--- config.mk ---
export PLATFORM = sky130hd
export DESIGN_NAME = conv_window_feeder
export DESIGN_NICKNAME = d
export VERILOG_FILES = /design/src/rtl/conv_feed_pkg.sv /design/src/rtl/conv_window_feeder_tap_shift3.sv /design/src/rtl/conv_window_feeder.sv
export SDC_FILE = /design/constraint.sdc
export NUM_CORES = 1
export LEC_CHECK = 0
export BUFFER_PORTS_ARGS = -buffer_cell sky130_fd_sc_hd__buf_2
export CAP_MARGIN = 20
export CORE_MARGIN = 5
export CORE_UTILIZATION = 45
export CTS_CLUSTER_DIAMETER = 40
export DETAILED_ROUTE_END_ITERATION = 7
export PLACE_DENSITY = 0.72
export SYNTH_ARGS = -nofsm -noshare
export SYNTH_HDL_FRONTEND = slang
export SYNTH_SLANG_ARGS = --single-unit
--- constraint.sdc ---
create_clock -name clk -period 2.9 [get_ports clk]
set_clock_uncertainty 0.1 [all_clocks]
set_input_delay 0.145 -clock clk [delete_from_list [all_inputs] [get_ports clk]]
set_output_delay 0.145 -clock clk [all_outputs]
set_load 0.01 [all_outputs]
--- src/rtl/conv_feed_pkg.sv ---
// -----------------------------------------------------------------------------
// conv_feed_pkg
// Shared types and constants for the 3x3 convolution window feeder.
//   state_e      : feeder FSM states (IDLE, FILL, STREAM, PAD, DONE)
//   IMG_W/KER_W  : default pixel / weight widths
//   N_ROWS       : rows per packed column, N_TAPS : slots per window
//   *_ROW_OFS    : bit offset of each row inside a 24-bit input column
//   MIN_LEN      : smallest column count that produces any window
//   FILL_COLS    : accepted columns before the first window can form
// Optional feature macro: WINDOW_ZERO_PAD_EN (zero column before/after job).
// -----------------------------------------------------------------------------
package conv_feed_pkg;

    typedef enum logic [2:0] {
        IDLE   = 3'd0,
        FILL   = 3'd1,
        STREAM = 3'd2,
        PAD    = 3'd3,
        DONE   = 3'd4
    } state_e;

    localparam int IMG_W  = 8;
    localparam int KER_W  = 4;
    localparam int N_ROWS = 3;
    localparam int N_TAPS = 9;

    localparam int IMG_ROW_OFS [N_ROWS] = '{0, 8, 16};
    localparam int KER_ROW_OFS [N_ROWS] = '{0, 8, 16};

`ifdef WINDOW_ZERO_PAD_EN
    // A zero column is preloaded at start, so one real column completes FILL.
    localparam int MIN_LEN   = 1;
    localparam int FILL_COLS = 1;
`else
    localparam int MIN_LEN   = 3;
    localparam int FILL_COLS = 2;
`endif

endpackage

--- src/rtl/conv_window_feeder_tap_shift3.sv ---
// -----------------------------------------------------------------------------
// tap_shift3
// Three-deep shift register for one window row.
//   clk, i_rst : clock, synchronous active-high reset
//   i_clr      : synchronous clear (job start), wins over i_en
//   i_en       : shift i_d in as the newest tap
//   i_d        : incoming sample
//   o_taps     : [W-1:0] oldest, [2W-1:W] middle, [3W-1:2W] newest
// -----------------------------------------------------------------------------
module tap_shift3 #(
    parameter int W = 8
) (
    input  logic           clk,
    input  logic           i_rst,
    input  logic           i_clr,
    input  logic           i_en,
    input  logic [W-1:0]   i_d,
    output logic [3*W-1:0] o_taps
);

    logic [3*W-1:0] taps_q;
    logic [3*W-1:0] taps_d;

    always_comb begin
        taps_d = taps_q;
        if (i_clr) begin
            taps_d = '0;
        end else if (i_en) begin
            // Oldest drops off the low end, new sample enters at the top.
            taps_d = {i_d, taps_q[3*W-1:W]};
        end
    end

    always_ff @(posedge clk) begin
        if (i_rst) begin
            taps_q <= '0;
        end else begin
            taps_q <= taps_d;
        end
    end

    assign o_taps = taps_q;

endmodule

--- src/rtl/conv_window_feeder.sv ---
// -----------------------------------------------------------------------------
// conv_window_feeder
// Shifts packed 3-row image/weight columns into a 3-column window and presents
// 9 pixels + 9 weights with a valid strobe to the 3x3 MAC.
//   clk, i_rst           : clock, synchronous active-high reset
//   i_start, i_len       : job start (sampled in IDLE), column count
//   i_valid / o_ready    : column transfer, accepted when both are high
//   i_img, i_wgt         : packed columns (rows at bit offsets 0/8/16)
//   i_inhibit            : downstream stall, freezes the whole block
//   o_valid              : window valid
//   o_im_win, o_ker_win  : slot k at [k*W-1:(k-1)*W]; 1..3 row1 oldest..newest
//   o_busy, o_done       : not IDLE, one-cycle completion pulse
//   o_win_cnt            : windows emitted in the current/last job
// Handshake: a column moves on a clock edge iff i_valid && o_ready; o_ready is
// high only in FILL/STREAM with i_inhibit low, and never depends on i_valid.
// Optional feature macro: WINDOW_ZERO_PAD_EN (adds PAD state, i_len windows).
// -----------------------------------------------------------------------------
module conv_window_feeder #(
    parameter int IMG_W = 8,
    parameter int KER_W = 4,
    parameter int LEN_W = 17
) (
    input  logic               clk,
    input  logic               i_rst,
    input  logic               i_start,
    input  logic [LEN_W-1:0]   i_len,
    input  logic               i_valid,
    output logic               o_ready,
    input  logic [23:0]        i_img,
    input  logic [23:0]        i_wgt,
    input  logic               i_inhibit,
    output logic               o_valid,
    output logic [9*IMG_W-1:0] o_im_win,
    output logic [9*KER_W-1:0] o_ker_win,
    output logic               o_busy,
    output logic               o_done,
    output logic [LEN_W-1:0]   o_win_cnt
);

    import conv_feed_pkg::state_e;
    import conv_feed_pkg::IDLE;
    import conv_feed_pkg::FILL;
    import conv_feed_pkg::STREAM;
    import conv_feed_pkg::PAD;
    import conv_feed_pkg::DONE;
    import conv_feed_pkg::N_ROWS;
    import conv_feed_pkg::IMG_ROW_OFS;
    import conv_feed_pkg::KER_ROW_OFS;
    import conv_feed_pkg::MIN_LEN;
    import conv_feed_pkg::FILL_COLS;

`ifdef WINDOW_ZERO_PAD_EN
    localparam state_e LAST_ST = PAD;
`else
    localparam state_e LAST_ST = DONE;
`endif

    state_e           state_q, state_d;
    logic [LEN_W-1:0] len_q, len_d;
    logic [LEN_W-1:0] col_cnt_q, col_cnt_d;
    logic [LEN_W-1:0] win_cnt_q, win_cnt_d;
    logic             valid_q, valid_d;
    logic             done_q, done_d;
    logic [LEN_W-1:0] col_next;

    logic accept;
    logic win_clr;
    logic shift_en;
    logic shift_zero;

    // Weight nibbles between the row fields carry no information.
    logic unused_wgt;
    assign unused_wgt = ^{i_wgt[23:20], i_wgt[15:12], i_wgt[7:4]};

    // State register and counters; i_inhibit is folded into the _d logic.
    always_ff @(posedge clk) begin
        if (i_rst) begin
            state_q   <= IDLE;
            len_q     <= '0;
            col_cnt_q <= '0;
            win_cnt_q <= '0;
            valid_q   <= 1'b0;
            done_q    <= 1'b0;
        end else begin
            state_q   <= state_d;
            len_q     <= len_d;
            col_cnt_q <= col_cnt_d;
            win_cnt_q <= win_cnt_d;
            valid_q   <= valid_d;
            done_q    <= done_d;
        end
    end

    // Next-state and counter logic. Everything holds while inhibited.
    always_comb begin
        state_d   = state_q;
        len_d     = len_q;
        col_cnt_d = col_cnt_q;
        win_cnt_d = win_cnt_q;
        valid_d   = valid_q;
        done_d    = done_q;
        col_next  = col_cnt_q + LEN_W'(1);
        if (!i_inhibit) begin
            valid_d = 1'b0;
            done_d  = 1'b0;
            case (state_q)
                IDLE: begin
                    if (i_start) begin
                        len_d     = i_len;
                        col_cnt_d = '0;
                        win_cnt_d = '0;
                        state_d   = (i_len >= LEN_W'(MIN_LEN)) ? FILL : DONE;
                    end
                end
                FILL: begin
                    if (accept) begin
                        col_cnt_d = col_next;
                        if (col_next == len_q) begin
                            state_d = LAST_ST;
                        end else if (col_next == LEN_W'(FILL_COLS)) begin
                            state_d = STREAM;
                        end
                    end
                end
                STREAM: begin
                    if (accept) begin
                        col_cnt_d = col_next;
                        valid_d   = 1'b1;
                        win_cnt_d = win_cnt_q + LEN_W'(1);
                        if (col_next == len_q) begin
                            state_d = LAST_ST;
                        end
                    end
                end
`ifdef WINDOW_ZERO_PAD_EN
                PAD: begin
                    // Trailing zero column completes the last window.
                    valid_d   = 1'b1;
                    win_cnt_d = win_cnt_q + LEN_W'(1);
                    state_d   = DONE;
                end
`endif
                DONE: begin
                    done_d  = 1'b1;
                    state_d = IDLE;
                end
                default: state_d = IDLE;
            endcase
        end
    end

    // Outputs and datapath controls decoded from the current state.
    always_comb begin
        o_ready    = ((state_q == FILL) || (state_q == STREAM)) && !i_inhibit;
        o_busy     = (state_q != IDLE);
        accept     = i_valid && o_ready;
        shift_zero = (state_q == PAD);
        shift_en   = accept || (shift_zero && !i_inhibit);
        // Clearing on every accepted start doubles as the zero-column preload.
        win_clr    = (state_q == IDLE) && i_start && !i_inhibit;
    end

    assign o_valid   = valid_q;
    assign o_done    = done_q;
    assign o_win_cnt = win_cnt_q;

    for (genvar r = 0; r < N_ROWS; r++) begin : g_row
        logic [IMG_W-1:0] img_in;
        logic [KER_W-1:0] wgt_in;

        assign img_in = shift_zero ? '0 : i_img[IMG_ROW_OFS[r] +: IMG_W];
        assign wgt_in = shift_zero ? '0 : i_wgt[KER_ROW_OFS[r] +: KER_W];

        tap_shift3 #(.W(IMG_W)) u_img_row (
            .clk    (clk),
            .i_rst  (i_rst),
            .i_clr  (win_clr),
            .i_en   (shift_en),
            .i_d    (img_in),
            .o_taps (o_im_win[r*3*IMG_W +: 3*IMG_W])
        );

        tap_shift3 #(.W(KER_W)) u_wgt_row (
            .clk    (clk),
            .i_rst  (i_rst),
            .i_clr  (win_clr),
            .i_en   (shift_en),
            .i_d    (wgt_in),
            .o_taps (o_ker_win[r*3*KER_W +: 3*KER_W])
        );
    end

endmodule

==> run summary <==
Seq. cell area = 0.00328 mm^2
FMAX = 371 MHz
final period utilization = 0.930
placed cell areas = 0.00804 mm^2
Total Wirelength = 20,000 um
sequential fraction of the synthesis area = 0.475
main combinational cell family by area after synthesis = simple AND/OR/NAND/NOR gates
leakage power = 3.74 nW
Post-synth EDFFs = 0
leading area contributor after synthesis = dfxtp_1
Fin Setup TNS = 0 ns
PnR worst setup slack = 0.204 ns
total track usage = 0.215
TritonCTS buffer count = 17
GP Congestion = 0.880
routed length per instance = 15.6 um
Cell Pwr Density = 558 mW/mm^2
drt first-iter violations = 421
H-tree lvl count = 4
post-synthesis cell type count = 54
antenna-violating nets left = 0
worst slack, placed = 0.223 ns
Skew-Pair Late Insertion Delay = 0.42 ns
Buf/Inv on CP = 0
Worst slew margin = 0.449
Min-Delay Path Class = primary input to flop
mean area per synthesized cell = 8.03 um^2
top cell type's share of synthesized area = 0.475
peak supply drop = 0.571 mV
number of port buffers = 186
crit path DAT = 2.89 ns
Synth Instances = 861
Root Buffer = clkbuf_16
Clock Tree Buf Depth = 2
cell row count = 45
Async SR Flop Fraction = 0
worst-path cell chain = ha_1, nand3_2, a311oi_1, o2111ai_1, nor4_2, nand3_1, nor4_2, or3_1, o221ai_1
max-cap viol count = 0
switch share = 0.260
fin area = 0.00920 mm^2
cell family with most CP delay = simple AND/OR/NAND/NOR gates
first-pass GRT wire length = 31,200 um
CP max stage cell = dfxtp_1
Pint = 3.80 mW
area of the multi-input gates = 0.00336 mm^2
# IOs = 199
TritonCTS clock tree = done
simple-gate share of the synthesized area = 0.253
area grow syn2layout = 33.0%
final worst path period need = 2.70 ns
RSZ-0062 raised after global routing = false
Placed Instances = 1,193
Sink Count = 164
final setup fails = 0
CP endpoint kind = flop
Die Span Y = 134 um
initial antenna violation count = 0
GRT overflow = 0
Final #Nets = 1,151
Detail Placement HPWL = 13,200 um
outcome = finished, final reports clean
post-synthesis mux area share = 0.00597
slowest stage delay, CP = 0.43 ns
Vias = 6,776
adder and majority gate portion of the synthesized area = 0.00688
DR pass1 iterations = 5
Setup crit start kind = flop
Worst-Margin Slew = 0.827 ns
Post-Synth XOR/XNOR Area = 0.0479
Synth Flop Type = dfxtp_1
syn nets = 934
sequential share of power = 0.454
die area = 0.0179 mm^2
core area = 0.0151 mm^2
Synth Area in Compound Gates = 0.168
Synth Register Bits = 164
fin cells = 1,280
total power = 5.13 mW
vias in the first global route = 6,078
final hold violations = 0
crit-path max FO = 6
Final Max Slew Viols = 0
largest net degree at the start of global routing = 73
register-to-register setup slack = 0.20 ns
synthesized area = 0.00692 mm^2
share of cells above drive strength 1 = 0.242
Synth area leaders = dfxtp_1 47%, nand2_1 11%, a21oi_1 8.5%
Comb pwr share = 0.100
CP most frequent cell = nor4_2
Clk pwr share = 0.447
Synth Warn # = 0
P_sw = 1.33 mW
Residual DRC = 0
Vias/cell = 5.29
starting density of the core = 0.457
clock transition at the registers of the reported paths = 0.07 ns
Layout fillers = 1,356
WP data required = 3.09 ns
kind of critical path = flop to flop
Die W = 134 um
## synth_stat cells, types with 4 or more instances
| cell type | count |
|---|---|
| buf_4 | 4 |
| clkbuf_1 | 40 |
| nand3_1 | 20 |
| nor3_1 | 12 |
| xnor2_1 | 20 |
| a21oi_1 | 117 |
| nand3b_1 | 4 |
| nor4_1 | 8 |
| dfxtp_1 | 164 |
| nand2b_1 | 7 |
| nor2_1 | 86 |
| a22oi_1 | 38 |
| xor2_1 | 16 |
| o31ai_1 | 5 |
| or2_2 | 5 |
| nand4_1 | 8 |
| and3_1 | 6 |
| buf_2 | 18 |
| nand2_1 | 209 |
| o21ai_0 | 13 |
## path summary, 6_finish.rpt
kind | from | end | depth (start not counted)
setup / recovery | col_cnt_q[0] | state_q[0] | 9
hold / removal | i_rst | col_cnt_q[1] | 2
setup reg to reg | col_cnt_q[0] | state_q[0] | 9
hold reg to reg | g_row[0].u_img_row.o_taps[1] | g_row[0].u_img_row.o_taps[1] | 2
## power by group through the flow
stage                     clock, mW  sequential [mW]  combinational [mW]
after floorplan                   0             2.38               0.278
final                          2.29             2.33               0.512
after global placement            0             2.38               0.447
after detailed placement          0             2.38               0.447
after global routing           2.43             2.33               0.557
after CTS                      2.32             2.33               0.506
## area by class of cell
| type | count | share of cell area |
|---|---|---|
| inverter | 3 | 0.00122 |
| clock buffer | 18 | 0.0467 |
| sequential | 164 | 0.357 |
| clock inverter | 14 | 0.0181 |
| antenna | 1 | 0.000272 |
| multi-input combinational | 629 | 0.365 |
| tap | 188 | 0.0256 |
| timing repair buffer | 263 | 0.186 |
## layout by cell type, fill, tap and decap left out, drive strengths merged, types with 2 or more instances in the layout
master and count:
a211oi 4, a21o 3, a21oi 117, a22oi 38, a311oi 3, a31oi 2, and2 2, and3 6
and4 3, buf 209, bufinv 2, clkbuf 18, clkinv 4, dfxtp 164, dlygate4sd3 54, ha 3
inv 10, mux2i 3, nand2 209, nand2b 7, nand3 21, nand3b 4, nand4 11, nor2 86
nor3 13, nor3b 3, nor4 12, o2111ai 3, o21ai 13, o221ai 2, o22ai 2, o31ai 5
or2 5, or3 3, xnor2 20, xor2 17
## cells by family (layout without fill, tap and decap cells)
kind of cell / after synthesis / count (layout)
adders and majority gates: 4 / 4
DFF: 164 / 164
AOI/OAI and AO/OA: 196 / 196
and+or+nand+nor: 388 / 388
other: 0 / 1
buffers and inverters: 68 / 298
xor gates and xnor gates: 37 / 37
muxes: 4 / 4
## stage by stage
step	hold slack [ns]	utilization
final	0.204	0.607
after global routing	0.222	0.607
after CTS	0.185	0.606
after detailed placement	0.301	0.531
after global placement	0.291	0.531
after floorplan	0.181	-
## flip-flops by register name, summed over array words and instances, names as in the netlist
name and count:
o_valid 1, col_cnt_q 17, len_q 17, o_done 1
g_row.u_wgt_row.o_taps 36, g_row.u_img_row.o_taps 72, o_win_cnt 17, state_q 3
## what timing repair did
| action | in CTS | in global routing |
|---|---|---|
| hold buffers | 54 | 0 |
| hold endpoints to repair | 55 | 0 |
| setup endpoints to repair | 0 | 3 |
| setup buffers | 0 | 0 |
| gates resized for setup | 0 | 2 |
## routing by layer
layer / up-vias / track usage / part of all wire / routed length [um]
met1: 3135 / 0.283 / 0.44 / 8800
met5: - / 0 / 0 / 0
met3: 35 / 0.0533 / 0.074 / 1470
met2: 227 / 0.344 / 0.46 / 9190
met4: 0 / 0.0783 / 0.027 / 542
li1: 3379 / - / - / -
No activity file was read; power rests on OpenSTA's default activity.
